==> config.mk <==
export PLATFORM = sky130hd
export DESIGN_NAME = pptree_pipe_alu_flat
export DESIGN_NICKNAME = d
export VERILOG_FILES = /design/src/rtl/pptree_pkg.sv /design/src/rtl/pptree_pipe_alu_if.sv /design/src/rtl/pptree_level.sv /design/src/rtl/pptree_pipe_alu.sv /design/src/flat_wrapper.sv
export SDC_FILE = /design/constraint.sdc
export NUM_CORES = 1
export LEC_CHECK = 0
export ABC_CLOCK_PERIOD_IN_PS = 5700
export BUFFER_PORTS_ARGS = -buffer_cell sky130_fd_sc_hd__buf_2
export CAP_MARGIN = 25
export CORE_MARGIN = 5
export CORE_UTILIZATION = 30
export DETAILED_ROUTE_END_ITERATION = 12
export GPL_TIMING_DRIVEN = 0
export PLACE_DENSITY_LB_ADDON = 0.12
export SLEW_MARGIN = 0
export SYNTH_ARGS = -nofsm -noshare
export SYNTH_HDL_FRONTEND = slang
export SYNTH_HIERARCHICAL = 1
export SYNTH_SLANG_ARGS = --single-unit
==> constraint.sdc <==
create_clock -name clk -period 5.7 [get_ports clk]
set_input_delay 0.855 -clock clk [delete_from_list [all_inputs] [get_ports clk]]
set_output_delay 0.855 -clock clk [all_outputs]
set_load 0.02 [all_outputs]
==> src/rtl/pptree_pkg.sv <==
// Shared types and elaboration helpers for the pipelined prefix-tree ALU.
//   op_e              : operation encodings (2'b11 decodes as ADD in the datapath)
//   gp_t              : one bit's (generate, propagate) pair
//   levels_for()      : number of Kogge-Stone levels for a given width
//   stage_after_level : prefix level after which pipeline register k sits
//   reg_after_level   : 1 if some non-output register sits after the given level
package pptree_pkg;

  typedef enum logic [1:0] {
    OP_ADD = 2'b00,
    OP_SUB = 2'b01,
    OP_SBC = 2'b10
  } op_e;

  typedef struct packed {
    logic g;
    logic p;
  } gp_t;

  function automatic int levels_for(input int width);
    return $clog2(width);
  endfunction

  // Level 0 is operand prep; LEVELS+1 stands for "after sum/flags", the
  // output register.
  function automatic int stage_after_level(input int k, input int levels,
                                           input int stages);
    int lvl;
    if (k >= stages)  lvl = levels + 1;
    else if (k == 1)  lvl = 0;
    else              lvl = ((k - 1) * levels) / (stages - 1);
    return lvl;
  endfunction

  function automatic bit reg_after_level(input int lvl, input int levels,
                                         input int stages);
    bit hit;
    hit = 1'b0;
    for (int k = 1; k < stages; k++) begin
      if (stage_after_level(k, levels, stages) == lvl) hit = 1'b1;
    end
    return hit;
  endfunction

endpackage

==> src/rtl/pptree_pipe_alu_if.sv <==
// Operand/result bus of pptree_pipe_alu.
//   master : drives in_valid, op, a, b, cin, out_ready (and sat when enabled)
//   slave  : the ALU; drives in_ready, out_valid, sum, cout, ovf, zero
// Optional macro PPTREE_PIPE_ALU_SAT_EN adds the 1-bit sat request.
interface pptree_pipe_alu_if #(
  parameter int WIDTH = 32
);
  logic             in_valid;
  logic             in_ready;
  logic [1:0]       op;
  logic [WIDTH-1:0] a;
  logic [WIDTH-1:0] b;
  logic             cin;
  logic             out_valid;
  logic             out_ready;
  logic [WIDTH-1:0] sum;
  logic             cout;
  logic             ovf;
  logic             zero;
`ifdef PPTREE_PIPE_ALU_SAT_EN
  logic             sat;

  modport master (output in_valid, op, a, b, cin, sat, out_ready,
                  input  in_ready, out_valid, sum, cout, ovf, zero);
  modport slave  (input  in_valid, op, a, b, cin, sat, out_ready,
                  output in_ready, out_valid, sum, cout, ovf, zero);
`else
  modport master (output in_valid, op, a, b, cin, out_ready,
                  input  in_ready, out_valid, sum, cout, ovf, zero);
  modport slave  (input  in_valid, op, a, b, cin, out_ready,
                  output in_ready, out_valid, sum, cout, ovf, zero);
`endif
endinterface

==> src/rtl/pptree_level.sv <==
// One combinational Kogge-Stone level: every bit at or above SPAN merges
// with the group SPAN positions below it; lower bits pass through.
//   gp_i : (G,P) groups entering the level
//   gp_o : (G,P) groups leaving the level
module pptree_level
  import pptree_pkg::*;
#(
  parameter int WIDTH = 32,
  parameter int SPAN  = 1
) (
  input  gp_t [WIDTH-1:0] gp_i,
  output gp_t [WIDTH-1:0] gp_o
);

  for (genvar i = 0; i < WIDTH; i++) begin : g_bit
    if (i >= SPAN) begin : g_merge
      assign gp_o[i].g = gp_i[i].g | (gp_i[i].p & gp_i[i-SPAN].g);
      assign gp_o[i].p = gp_i[i].p & gp_i[i-SPAN].p;
    end else begin : g_pass
      assign gp_o[i] = gp_i[i];
    end
  end

endmodule

==> src/rtl/pptree_pipe_alu.sv <==
// Pipelined Kogge-Stone add/subtract unit with valid/ready handshake and flags.
//   clk, rst_n : rising-edge clock, asynchronous active-low reset
//   bus        : pptree_pipe_alu_if slave (operands in, result + cout/ovf/zero out)
// PIPE_STAGES registers: one after operand prep, the rest spread evenly over
// the prefix levels, the last one holding the outputs. A single stall signal
// freezes every stage while a result waits for out_ready.
// Optional macro PPTREE_PIPE_ALU_SAT_EN adds bus.sat: clamp on signed overflow.
module pptree_pipe_alu
  import pptree_pkg::*;
#(
  parameter int WIDTH       = 32,
  parameter int PIPE_STAGES = 2
) (
  input logic              clk,
  input logic              rst_n,
  pptree_pipe_alu_if.slave bus
);

  localparam int LEVELS = levels_for(WIDTH);

  // Operand-side data that rides alongside the (G,P) tree.
  typedef struct packed {
    logic [WIDTH-1:0] p;
    logic             cin;
    logic             a_msb;
    logic             sat;
  } side_t;

  function automatic logic [WIDTH-1:0] sat_clamp(input logic [WIDTH-1:0] s,
                                                 input logic ovf,
                                                 input logic sat,
                                                 input logic neg);
    logic [WIDTH-1:0] r;
    r = s;
    if (sat && ovf) r = neg ? {1'b1, {(WIDTH-1){1'b0}}} : {1'b0, {(WIDTH-1){1'b1}}};
    return r;
  endfunction

  logic advance;
  logic out_vld_q;

  assign advance      = !out_vld_q | bus.out_ready;
  assign bus.in_ready = advance;

  // ---- operand prep: invert b for SUB/SBC, fold carry-in into bit 0 ----
  logic [WIDTH-1:0] bb;
  logic             cin_eff;
  logic             sat_in;
  gp_t [WIDTH-1:0]  gp_prep;
  side_t            side_prep;

`ifdef PPTREE_PIPE_ALU_SAT_EN
  assign sat_in = bus.sat;
`else
  assign sat_in = 1'b0;
`endif

  always_comb begin
    bb      = (bus.op == OP_SUB || bus.op == OP_SBC) ? ~bus.b : bus.b;
    cin_eff = (bus.op == OP_SUB) ? 1'b1 : bus.cin;
    for (int i = 0; i < WIDTH; i++) begin
      gp_prep[i].g = bus.a[i] & bb[i];
      gp_prep[i].p = bus.a[i] ^ bb[i];
    end
    gp_prep[0].g    = gp_prep[0].g | (gp_prep[0].p & cin_eff);
    side_prep.p     = bus.a ^ bb;
    side_prep.cin   = cin_eff;
    side_prep.a_msb = bus.a[WIDTH-1];
    side_prep.sat   = sat_in;
  end

  // gp_s/side_s/vld_s[l]: values after level l and its optional register.
  gp_t [WIDTH-1:0] gp_s   [LEVELS+1];
  side_t           side_s [LEVELS+1];
  logic            vld_s  [LEVELS+1];

  for (genvar l = 0; l <= LEVELS; l++) begin : g_lvl
    gp_t [WIDTH-1:0] gp_d;
    side_t           side_d;
    logic            vld_d;

    if (l == 0) begin : g_prep
      assign gp_d   = gp_prep;
      assign side_d = side_prep;
      assign vld_d  = bus.in_valid;
    end else begin : g_tree
      pptree_level #(.WIDTH(WIDTH), .SPAN(1 << (l - 1))) u_level (
        .gp_i (gp_s[l-1]),
        .gp_o (gp_d)
      );
      assign side_d = side_s[l-1];
      assign vld_d  = vld_s[l-1];
    end

    // ---- optional pipeline register after level l ----
    if (reg_after_level(l, LEVELS, PIPE_STAGES)) begin : g_reg
      gp_t [WIDTH-1:0] gp_q;
      side_t           side_q;
      logic            vld_q;

      always_ff @(posedge clk or negedge rst_n) begin
        if (!rst_n)       vld_q <= 1'b0;
        else if (advance) vld_q <= vld_d;
      end

      always_ff @(posedge clk) begin
        if (advance) begin
          gp_q   <= gp_d;
          side_q <= side_d;
        end
      end

      assign gp_s[l]   = gp_q;
      assign side_s[l] = side_q;
      assign vld_s[l]  = vld_q;
    end else begin : g_wire
      assign gp_s[l]   = gp_d;
      assign side_s[l] = side_d;
      assign vld_s[l]  = vld_d;
    end
  end

  // ---- sum and flags; G of the final level is the carry out of each bit ----
  logic [WIDTH-1:0] carry;
  logic [WIDTH-1:0] prop_unused;
  logic [WIDTH-1:0] sum_wrap, sum_d, sum_q;
  logic             cout_d, ovf_d, zero_d;
  logic             cout_q, ovf_q, zero_q;

  always_comb begin
    for (int i = 0; i < WIDTH; i++) begin
      carry[i]       = gp_s[LEVELS][i].g;
      prop_unused[i] = gp_s[LEVELS][i].p;
    end
    sum_wrap = side_s[LEVELS].p ^ {carry[WIDTH-2:0], side_s[LEVELS].cin};
    cout_d   = carry[WIDTH-1];
    ovf_d    = carry[WIDTH-1] ^ carry[WIDTH-2];
    sum_d    = sat_clamp(sum_wrap, ovf_d, side_s[LEVELS].sat, side_s[LEVELS].a_msb);
    zero_d   = (sum_d == '0);
  end

  // ---- output register ----
  always_ff @(posedge clk or negedge rst_n) begin
    if (!rst_n) begin
      out_vld_q <= 1'b0;
      sum_q     <= '0;
      cout_q    <= 1'b0;
      ovf_q     <= 1'b0;
      zero_q    <= 1'b0;
    end else if (advance) begin
      out_vld_q <= vld_s[LEVELS];
      sum_q     <= sum_d;
      cout_q    <= cout_d;
      ovf_q     <= ovf_d;
      zero_q    <= zero_d;
    end
  end

  assign bus.out_valid = out_vld_q;
  assign bus.sum       = sum_q;
  assign bus.cout      = cout_q;
  assign bus.ovf       = ovf_q;
  assign bus.zero      = zero_q;

endmodule

==> src/flat_wrapper.sv <==
// flat-port wrapper written by rule: the top's interface ports become plain ports
module pptree_pipe_alu_flat import pptree_pkg::*;
#(
  parameter int WIDTH       = 32,
  parameter int PIPE_STAGES = 2
)
  (clk, rst_n, bus_in_valid, bus_op, bus_a, bus_b, bus_cin, bus_out_ready, bus_in_ready, bus_out_valid, bus_sum, bus_cout, bus_ovf, bus_zero);
  pptree_pipe_alu_if #(.WIDTH(WIDTH)) bus_i ();
  input logic clk;
  input logic rst_n;
  input wire logic [$bits(bus_i.in_valid)-1:0] bus_in_valid;
  input wire logic [$bits(bus_i.op)-1:0] bus_op;
  input wire logic [$bits(bus_i.a)-1:0] bus_a;
  input wire logic [$bits(bus_i.b)-1:0] bus_b;
  input wire logic [$bits(bus_i.cin)-1:0] bus_cin;
  input wire logic [$bits(bus_i.out_ready)-1:0] bus_out_ready;
  output wire logic [$bits(bus_i.in_ready)-1:0] bus_in_ready;
  output wire logic [$bits(bus_i.out_valid)-1:0] bus_out_valid;
  output wire logic [$bits(bus_i.sum)-1:0] bus_sum;
  output wire logic [$bits(bus_i.cout)-1:0] bus_cout;
  output wire logic [$bits(bus_i.ovf)-1:0] bus_ovf;
  output wire logic [$bits(bus_i.zero)-1:0] bus_zero;
  assign bus_i.in_valid = bus_in_valid;
  assign bus_i.op = bus_op;
  assign bus_i.a = bus_a;
  assign bus_i.b = bus_b;
  assign bus_i.cin = bus_cin;
  assign bus_i.out_ready = bus_out_ready;
  assign bus_in_ready = bus_i.in_ready;
  assign bus_out_valid = bus_i.out_valid;
  assign bus_sum = bus_i.sum;
  assign bus_cout = bus_i.cout;
  assign bus_ovf = bus_i.ovf;
  assign bus_zero = bus_i.zero;
  pptree_pipe_alu #(.WIDTH(WIDTH), .PIPE_STAGES(PIPE_STAGES)) u_core (.clk(clk), .rst_n(rst_n), .bus(bus_i));
endmodule
==> After elaboration in Yosys (flattened, before gate mapping) <==
Index checks and enable logic that the tools add are counted.
{ "word_totals": {"register_bits": 133, "in_bits": 71, "output_inout_bits": 37, "word_cells": 505} }
{ "classes": {"eq_ne": 2, "mux": 2, "bitwise_logic": 427, "reduce_logical": 3} }
{ "op_table": {"columns": ["cell", "n"], "rows": [
  ["$and A1 B1 Y1", 260],
  ["$or A1 B1 Y1", 131],
  ["$xor A32 B32 Y32", 2],
  ["$xor A1 B1 Y1", 33],
  ["$logic_not A32 Y1", 1],
  ["$mux W32", 1],
  ["$not A32 Y32", 1],
  ["$eq A2 B1 Y1 const B", 1],
  ["$eq A2 B2 Y1 const B", 1],
  ["$logic_not A1 Y1", 1],
  ["$logic_or A1 B1 Y1", 1],
  ["$mux W1", 1]
]} }

==> Logic depth before layout (Yosys ltp) <==
Gate-level depths: netlist (run 1).
{ "depth": {"ltp_word": 11, "ltp_mapped": 9, "mapped_depth_nobuf": 9} }

==> Modules after synthesis <==
Netlist (run 1), hierarchy kept.
{ "modules_own_cells": {"columns": ["module", "n_inst", "cells_each", "area_per_inst_um2", "seq_area_each_um2"], "rows": [
  ["pptree_pipe_alu", 1, 298, 4366.7, 2877.8],
  ["pptree_level (u_core.g_lvl[5].g_tree.u_level)", 1, 64, 480.5, 0.0],
  ["pptree_level (u_core.g_lvl[4].g_tree.u_level)", 1, 64, 466.7, 0.0],
  ["pptree_level (u_core.g_lvl[3].g_tree.u_level)", 1, 64, 452.9, 0.0],
  ["pptree_level (u_core.g_lvl[2].g_tree.u_level)", 1, 64, 446.7, 0.0],
  ["pptree_level (u_core.g_lvl[1].g_tree.u_level)", 1, 64, 444.2, 0.0]
]} }

==> Worst setup path before layout (run 1) <==
No wires, ideal clock.
{ "synth_timing": {"path_type": "input-to-output", "startpoint": "input bus_out_ready", "endpoint": "output bus_in_ready", "arrival_time_ps": 3224, "t_required_ps": 4845, "path_slack_ps": 1621, "path_stages": 3, "n_path_buf": 2, "path_cell_list": "nand2b_1 > buf_2 > clkbuf_1"} }
{ "synth_via": {"elab_chain_len": 1} }
{ "synth_lines": {"columns": ["item", "line", "source"], "rows": [
  ["from (decl)", "flat_wrapper.sv:16", "input wire logic [$bits(bus_i.out_ready)-1:0] bus_out_ready;"],
  ["$or A1 B1 Y1", "pptree_pipe_alu.sv:42", "assign advance = !out_vld_q | bus.out_ready;"],
  ["to (decl)", "flat_wrapper.sv:17", "output wire logic [$bits(bus_i.in_ready)-1:0] bus_in_ready;"]
]} }
Every way passes these cells.

==> Worst setup path in the final report (run 1) <==
Ends and elaborated chain as after synthesis.

==> results.sh, run 1 <==
export IMPL_grt_pass1_wl_mm=25.85
export IMPL_final_area_um2=7388
export IMPL_cp_max_fo=43
export IMPL_cts_root_buf="clkbuf_16"
export IMPL_postCtsHoldBufs=0
export IMPL_vias_per_cell=4.559
export IMPL_die_area_um2=23640
export IMPL_postRouteAntennaNets=0
export IMPL_cts_resized=0
export IMPL_seqCellArea_um2=2878
export IMPL_p_clk_share_pct=21.5
export IMPL_multi_input_comb_area_um2=3024
export IMPL_synth_warnings=6
export IMPL_switchingPower_mw=1.010
export IMPL_num_vias=4331
export IMPL_core_area_um2=20300
export IMPL_syn_cell_area_um2=6198
export IMPL_die_y_um=153.7
export IMPL_n_antenna_cell=0
export IMPL_final_nets=779
export IMPL_critPathCaptureType="output pin"
export IMPL_fin_crit_ns=3.060
export IMPL_fmax_mhz=326.8
export IMPL_die_w_um=153.7
export IMPL_worstPathArrival_ns=2.20
export IMPL_clock_skew_ns=0.005354
export IMPL_clkTransAtPathRegs_ns=0.07
export IMPL_switching_share_pct=36.07
export IMPL_htree_levels=3
export IMPL_rows=52
export IMPL_intPower_mw=1.791
export IMPL_drc_errors=0
export IMPL_worstSetupStartpointType="input port"
export IMPL_avgSynthCellArea_um2=11.15
export IMPL_nFillCells=2140
export IMPL_finalPower_mw=2.801
export IMPL_rsz0062_at_grt="false"
export IMPL_finalCritPeriodShare_pct=53.68
export IMPL_seqPwrFrac_pct=40.4
export IMPL_antenna_found_initial=0
export IMPL_placed_cell_area_um2=7096
export IMPL_cp_data_required_time_ns=4.85
export IMPL_cts_sinks=102
export IMPL_postCtsSetupRepairBufs=0
export IMPL_start_util_pct=30.54
export IMPL_min_delay_path_class="reg -> reg"
export IMPL_gr_total_overflow=0
export IMPL_numCtsBuffers=9
export IMPL_synth_cells=556
export IMPL_grt_max_degree=44
export IMPL_path_class="in -> out"
export IMPL_routed_wl_mm=16.11
export IMPL_cts_tree="yes"
export IMPL_p_leak_nw=3.596
export IMPL_gr_usage_all_layers_pct=13.91
export IMPL_finalSetupViolations=0
export IMPL_slew_limit_headroom_pct=45.27
export IMPL_areaGrowthSynthToFinish_pct=19.20
export IMPL_synth_nets=660
export IMPL_worst_slew_pin_slew_ns=0.8209
export IMPL_io_buffers=107
export IMPL_dr_pass1_iters=4
export IMPL_finalHoldViolCount=0
export IMPL_post_drt_wl_per_cell_um=16.96
export IMPL_routabilityCongestion=0.8833
export IMPL_drt_initial_drc_count=150
export IMPL_maxSlewViolCount=0
export IMPL_ios=108
export IMPL_hpwl_mm=13.58
export IMPL_p_comb_share_pct=38.2
export IMPL_worstSkewPairLatency_ns=0.35
export IMPL_fin_setup_tns_ns=0
export IMPL_outcome="complete, no violations"
export IMPL_cap_viol_max_count=0
export IMPL_final_layout_size_suffix_gt1_share_pct=27.35
export IMPL_grt_pass1_vias=4782
export IMPL_clk_path_buf_depth=2
export IMPL_power_density_nw_per_um2=379.1
export IMPL_peakVddDrop_mv=0.1806
[final timing paths]
path / start / end / slack, ns / cells past startpoint
max: bus_out_ready / bus_in_ready / 2.64 / 6
max in group asynchronous: rst_n / u_core/bus.sum[22]$_DFFE_PN0P_ / 4.58 / 1
min in group asynchronous: rst_n / u_core/bus.sum[0]$_DFFE_PN0P_ / 0.60 / 1
max reg2reg: u_core/g_lvl[0].g_reg.side_q[13]$_DFFE_PP_ / u_core/bus.zero$_DFFE_PN0P_ / 3.12 / 9
min reg2reg: u_core/g_lvl[0].g_reg.vld_q$_DFFE_PN0P_ / u_core/bus.out_valid$_DFFE_PN0P_ / 0.47 / 1
min: u_core/g_lvl[0].g_reg.vld_q$_DFFE_PN0P_ / u_core/bus.out_valid$_DFFE_PN0P_ / 0.47 / 1
[power by group through the flow]
| stage | Clock [mW] | Sequential (mW) | Combinational, mW |
|---|---|---|---|
| finish | 0.601 | 1.13 | 1.07 |
| global placement | 0 | 1.15 | 1.07 |
| global route | 0.650 | 1.16 | 1.18 |
| CTS | 0.623 | 1.14 | 1.09 |
| floorplan | 0 | 1.23 | 0.616 |
| detailed placement | 0 | 1.15 | 1.08 |
[layout by cell type (no fill, tap or decap), types with 3 or more instances in the layout]
master and count:
a21o_1 130, buf_2 116, and2_1 84, edfxtp_1 65, xnor2_1 62, dfrtp_1 37
nor2_1 33, ha_1 33, a21oi_1 32, buf_4 31, and2_2 14, clkbuf_16 10
nand4_1 6, xnor2_2 3
[worst max-delay path: stages]
cell and delay (ns):
buf_2 0.07, nand2b_1 0.08, buf_2 0.18, clkbuf_4 0.45, buf_12 0.29, buf_2 0.22
[final cells by class]
type | instances | area share [%]
inverters | 2 | 0.1016
multi-input cells | 409 | 40.93
flip-flops and latches | 102 | 38.95
plain buffers | 43 | 3.963
well taps | 270 | 4.572
clock buffers | 10 | 3.387
clock inverters | 6 | 0.5758
repair buffers | 108 | 7.519
[registers in the layout, indices dropped and copies added (netlist names)]
signal                     flops
u_core/g_lvl.g_reg.side_q     32
u_core/bus.ovf                 1
u_core/bus.cout                1
u_core/bus.sum                32
u_core/bus.zero                1
u_core/g_lvl.g_reg.vld_q       1
u_core/bus.out_valid           1
u_core/g_lvl.g_reg.gp_q       33
[layer usage]
layer	part of all wire [%]	vias to the layer above	global-route usage [%]
met4	1.5	0	3.322
met2	45	110	21.98
met1	48	2032	19.57
met5	0	-	0
li1	-	2174	-
met3	5.1	15	2.979
[stage by stage]
| stage | instances | util [%] | worst slack, ns | hold WS (ns) |
|---|---|---|---|---|
| 6_report | 950 | 36.40 | 2.640 | 0.4730 |
| 2_1_floorplan | 556 | - | 1.621 | 0.4305 |
| 3_5_place_dp | 934 | 34.95 | 2.620 | 0.4673 |
| 4_1_cts | 950 | 36.40 | 2.607 | 0.4787 |
| 3_3_place_gp | 933 | 34.84 | 0.2181 | 0.4431 |
| 5_1_grt | 950 | 36.40 | 2.535 | 0.5018 |
Note: power is estimated with default switching activity, not from simulation.
==> run 2: changes to the inputs <==
- ABC_CLOCK_PERIOD_IN_PS: 5700 -> 3100
- clock period: 5.7 -> 3.1 ns (I/O delays scaled with it)
==> results.sh, run 2 (synthesis gave the netlist of run 1 again) <==
export IMPL_utilization_pct=36.49
export IMPL_worstPathArrival_ns=2.86
export IMPL_top_register="u_core/g_lvl.g_reg.gp_q"
export IMPL_cp_data_required_time_ns=3.38
export IMPL_peakVddDrop_mv=0.2626
export IMPL_place_worst_setup_slack_ns=0.5340
export IMPL_hpwl_mm=13.54
export IMPL_path_class="reg -> reg"
export IMPL_start_util_pct=30.54
export IMPL_final_layout_size_suffix_gt1_share_pct=27.06
export IMPL_layout_commonest_cell="a21o_1"
export IMPL_cts_tree="yes"
export IMPL_outcome="complete, no violations"
export IMPL_dp_cells=934
export IMPL_critPathSlowestCell="edfxtp_1"
export IMPL_largest_reg_flops=33
export IMPL_gr_total_overflow=0
export IMPL_cts_root_buf="clkbuf_16"
export IMPL_drc_errors=0
export IMPL_fin_setup_tns_ns=0
export IMPL_drt_initial_drc_count=202
export IMPL_critPathCaptureType="register"
export IMPL_grt_pass1_vias=4724
export IMPL_postCtsHoldBufs=0
export IMPL_maxSlewViolCount=0
export IMPL_routabilityCongestion=0.8820
export IMPL_whs_ns=0.2055
export IMPL_vias_per_cell=4.504
export IMPL_r2r_cells=9
export IMPL_antenna_found_initial=0
export IMPL_clk_path_buf_depth=2
export IMPL_cp_max_fo=4
export IMPL_worst_r2r_endpoint="u_core/bus.zero$_DFFE_PN0P_"
export IMPL_rows=52
export IMPL_routed_wl_mm=15.96
export IMPL_num_vias=4279
export IMPL_min_delay_path_class="in -> async"
export IMPL_slowest_delay_ns=0.50
export IMPL_worstSetupStartpointType="register"
export IMPL_rsz0062_at_grt="false"
export IMPL_die_w_um=153.7
export IMPL_cts_resized=0
export IMPL_worst_slew_pin_slew_ns=0.8068
export IMPL_crit_chain="and2_1, and2_1, and2_2, and2_2, a21o_1, xnor2_1, nand4_1, nor4_1, a32o_1"
export IMPL_rrSetupSlack_ns=0.52
export IMPL_grt_max_degree=45
export IMPL_post_drt_wl_per_cell_um=16.80
export IMPL_ios=108
export IMPL_finalCritPeriodShare_pct=83.24
export IMPL_clkTransAtPathRegs_ns=0.07
export IMPL_htree_levels=3
export IMPL_cts_sinks=102
export IMPL_core_area_um2=20300
export IMPL_n_antenna_cell=0
export IMPL_postCtsSetupRepairBufs=0
export IMPL_finalSetupViolations=0
export IMPL_slew_limit_headroom_pct=46.21
export IMPL_r2r_start="u_core/g_lvl[0].g_reg.side_q[31]$_DFFE_PP_"
export IMPL_fin_ws_ns=0.5195
export IMPL_most_common_layout_cells="a21o_1 (130), buf_2 (116), and2_1 (84), edfxtp_1 (65), xnor2_1 (62)"
export IMPL_path_buf_inv=0
export IMPL_die_area_um2=23640
export IMPL_die_y_um=153.7
export IMPL_worstSkewPairLatency_ns=0.35
export IMPL_grt_pass1_wl_mm=25.26
export IMPL_io_buffers=107
export IMPL_numCtsBuffers=9
export IMPL_critPathTopFamily="simple AND/OR/NAND/NOR gates"
export IMPL_dr_pass1_iters=4
export IMPL_areaGrowthSynthToFinish_pct=19.50
export IMPL_clock_skew_ns=0.007612
export IMPL_power_density_nw_per_um2=702.8
export IMPL_stdcell_count=950
export IMPL_postRouteAntennaNets=0
export IMPL_finalHoldViolCount=0
export IMPL_final_nets=779
export IMPL_cap_viol_max_count=0
export IMPL_fmax_mhz=387.5
export IMPL_fin_crit_ns=2.581
export IMPL_gr_usage_all_layers_pct=13.67
export IMPL_p_leak_nw=3.602
==> run 2: changes by cell type in the layout (fill, tap and decap cells not counted) <==
cell       previous run  this run
bufinv_16             0         1
clkbuf_1              2         4
clkbuf_8              0         1
clkinv_4              2         0
inv_4                 1         0
inv_6                 1         0
==> run 2: metrics by stage <==
stage	instance area (um^2)	total power, mW
finish	7407	5.205
global route	7407	5.552
CTS	7407	5.294
detailed placement	7096	4.097
global placement	7073	4.081
floorplan	6200	3.393
==> run 2: worst register-to-register path: cells and delay by family, from the launching register on <==
kind / cells / cell delay (ns)
compound gates: 2 / 0.38
flops: 1 / 0.50
xor+xnor: 1 / 0.40
simple gates: 6 / 1.24
==> run 2: worst max-delay path by stage <==
stage / startpoint / end / depth (start not counted)
after detailed placement: u_core/g_lvl[0].g_reg.side_q[31]$_DFFE_PP_ / u_core/bus.zero$_DFFE_PN0P_ / 9
after global routing: u_core/g_lvl[0].g_reg.side_q[13]$_DFFE_PP_ / u_core/bus.zero$_DFFE_PN0P_ / 9
final: u_core/g_lvl[0].g_reg.side_q[31]$_DFFE_PP_ / u_core/bus.zero$_DFFE_PN0P_ / 9
after floorplan: bus_out_ready / bus_in_ready / 3
after global placement: bus_out_ready / bus_in_ready / 5
after CTS: u_core/g_lvl[0].g_reg.side_q[31]$_DFFE_PP_ / u_core/bus.zero$_DFFE_PN0P_ / 9
==> run 2: power by group <==
group | internal [mW] | total (mW) | switching (mW)
Clock | 0.695 | 1.17 | 0.472
Sequential | 1.83 | 2.08 | 0.246
Combinational | 0.867 | 1.96 | 1.10
==> run 2: final cells by class <==
| type | instances | area (um^2) |
|---|---|---|
| clock inverter | 3 | 40.04 |
| inverter | 2 | 7.507 |
| clock buffer | 13 | 271.5 |
| sequential | 102 | 2878 |
| multi-input combinational | 409 | 3024 |
| timing repair buffer | 108 | 555.5 |
| buffer | 43 | 292.8 |
| tap | 270 | 337.8 |
| fill | 2115 | 12890 |
==> run 2: layer usage <==
metal	routed length, um	up-vias	GRT usage, %	share of wire, %
li1	-	2166	-	-
met1	7925	2010	18.89	50
met2	7124	87	21.64	45
met3	617	16	2.698	3.9
met4	295	0	4.373	1.8
met5	0	-	0	0
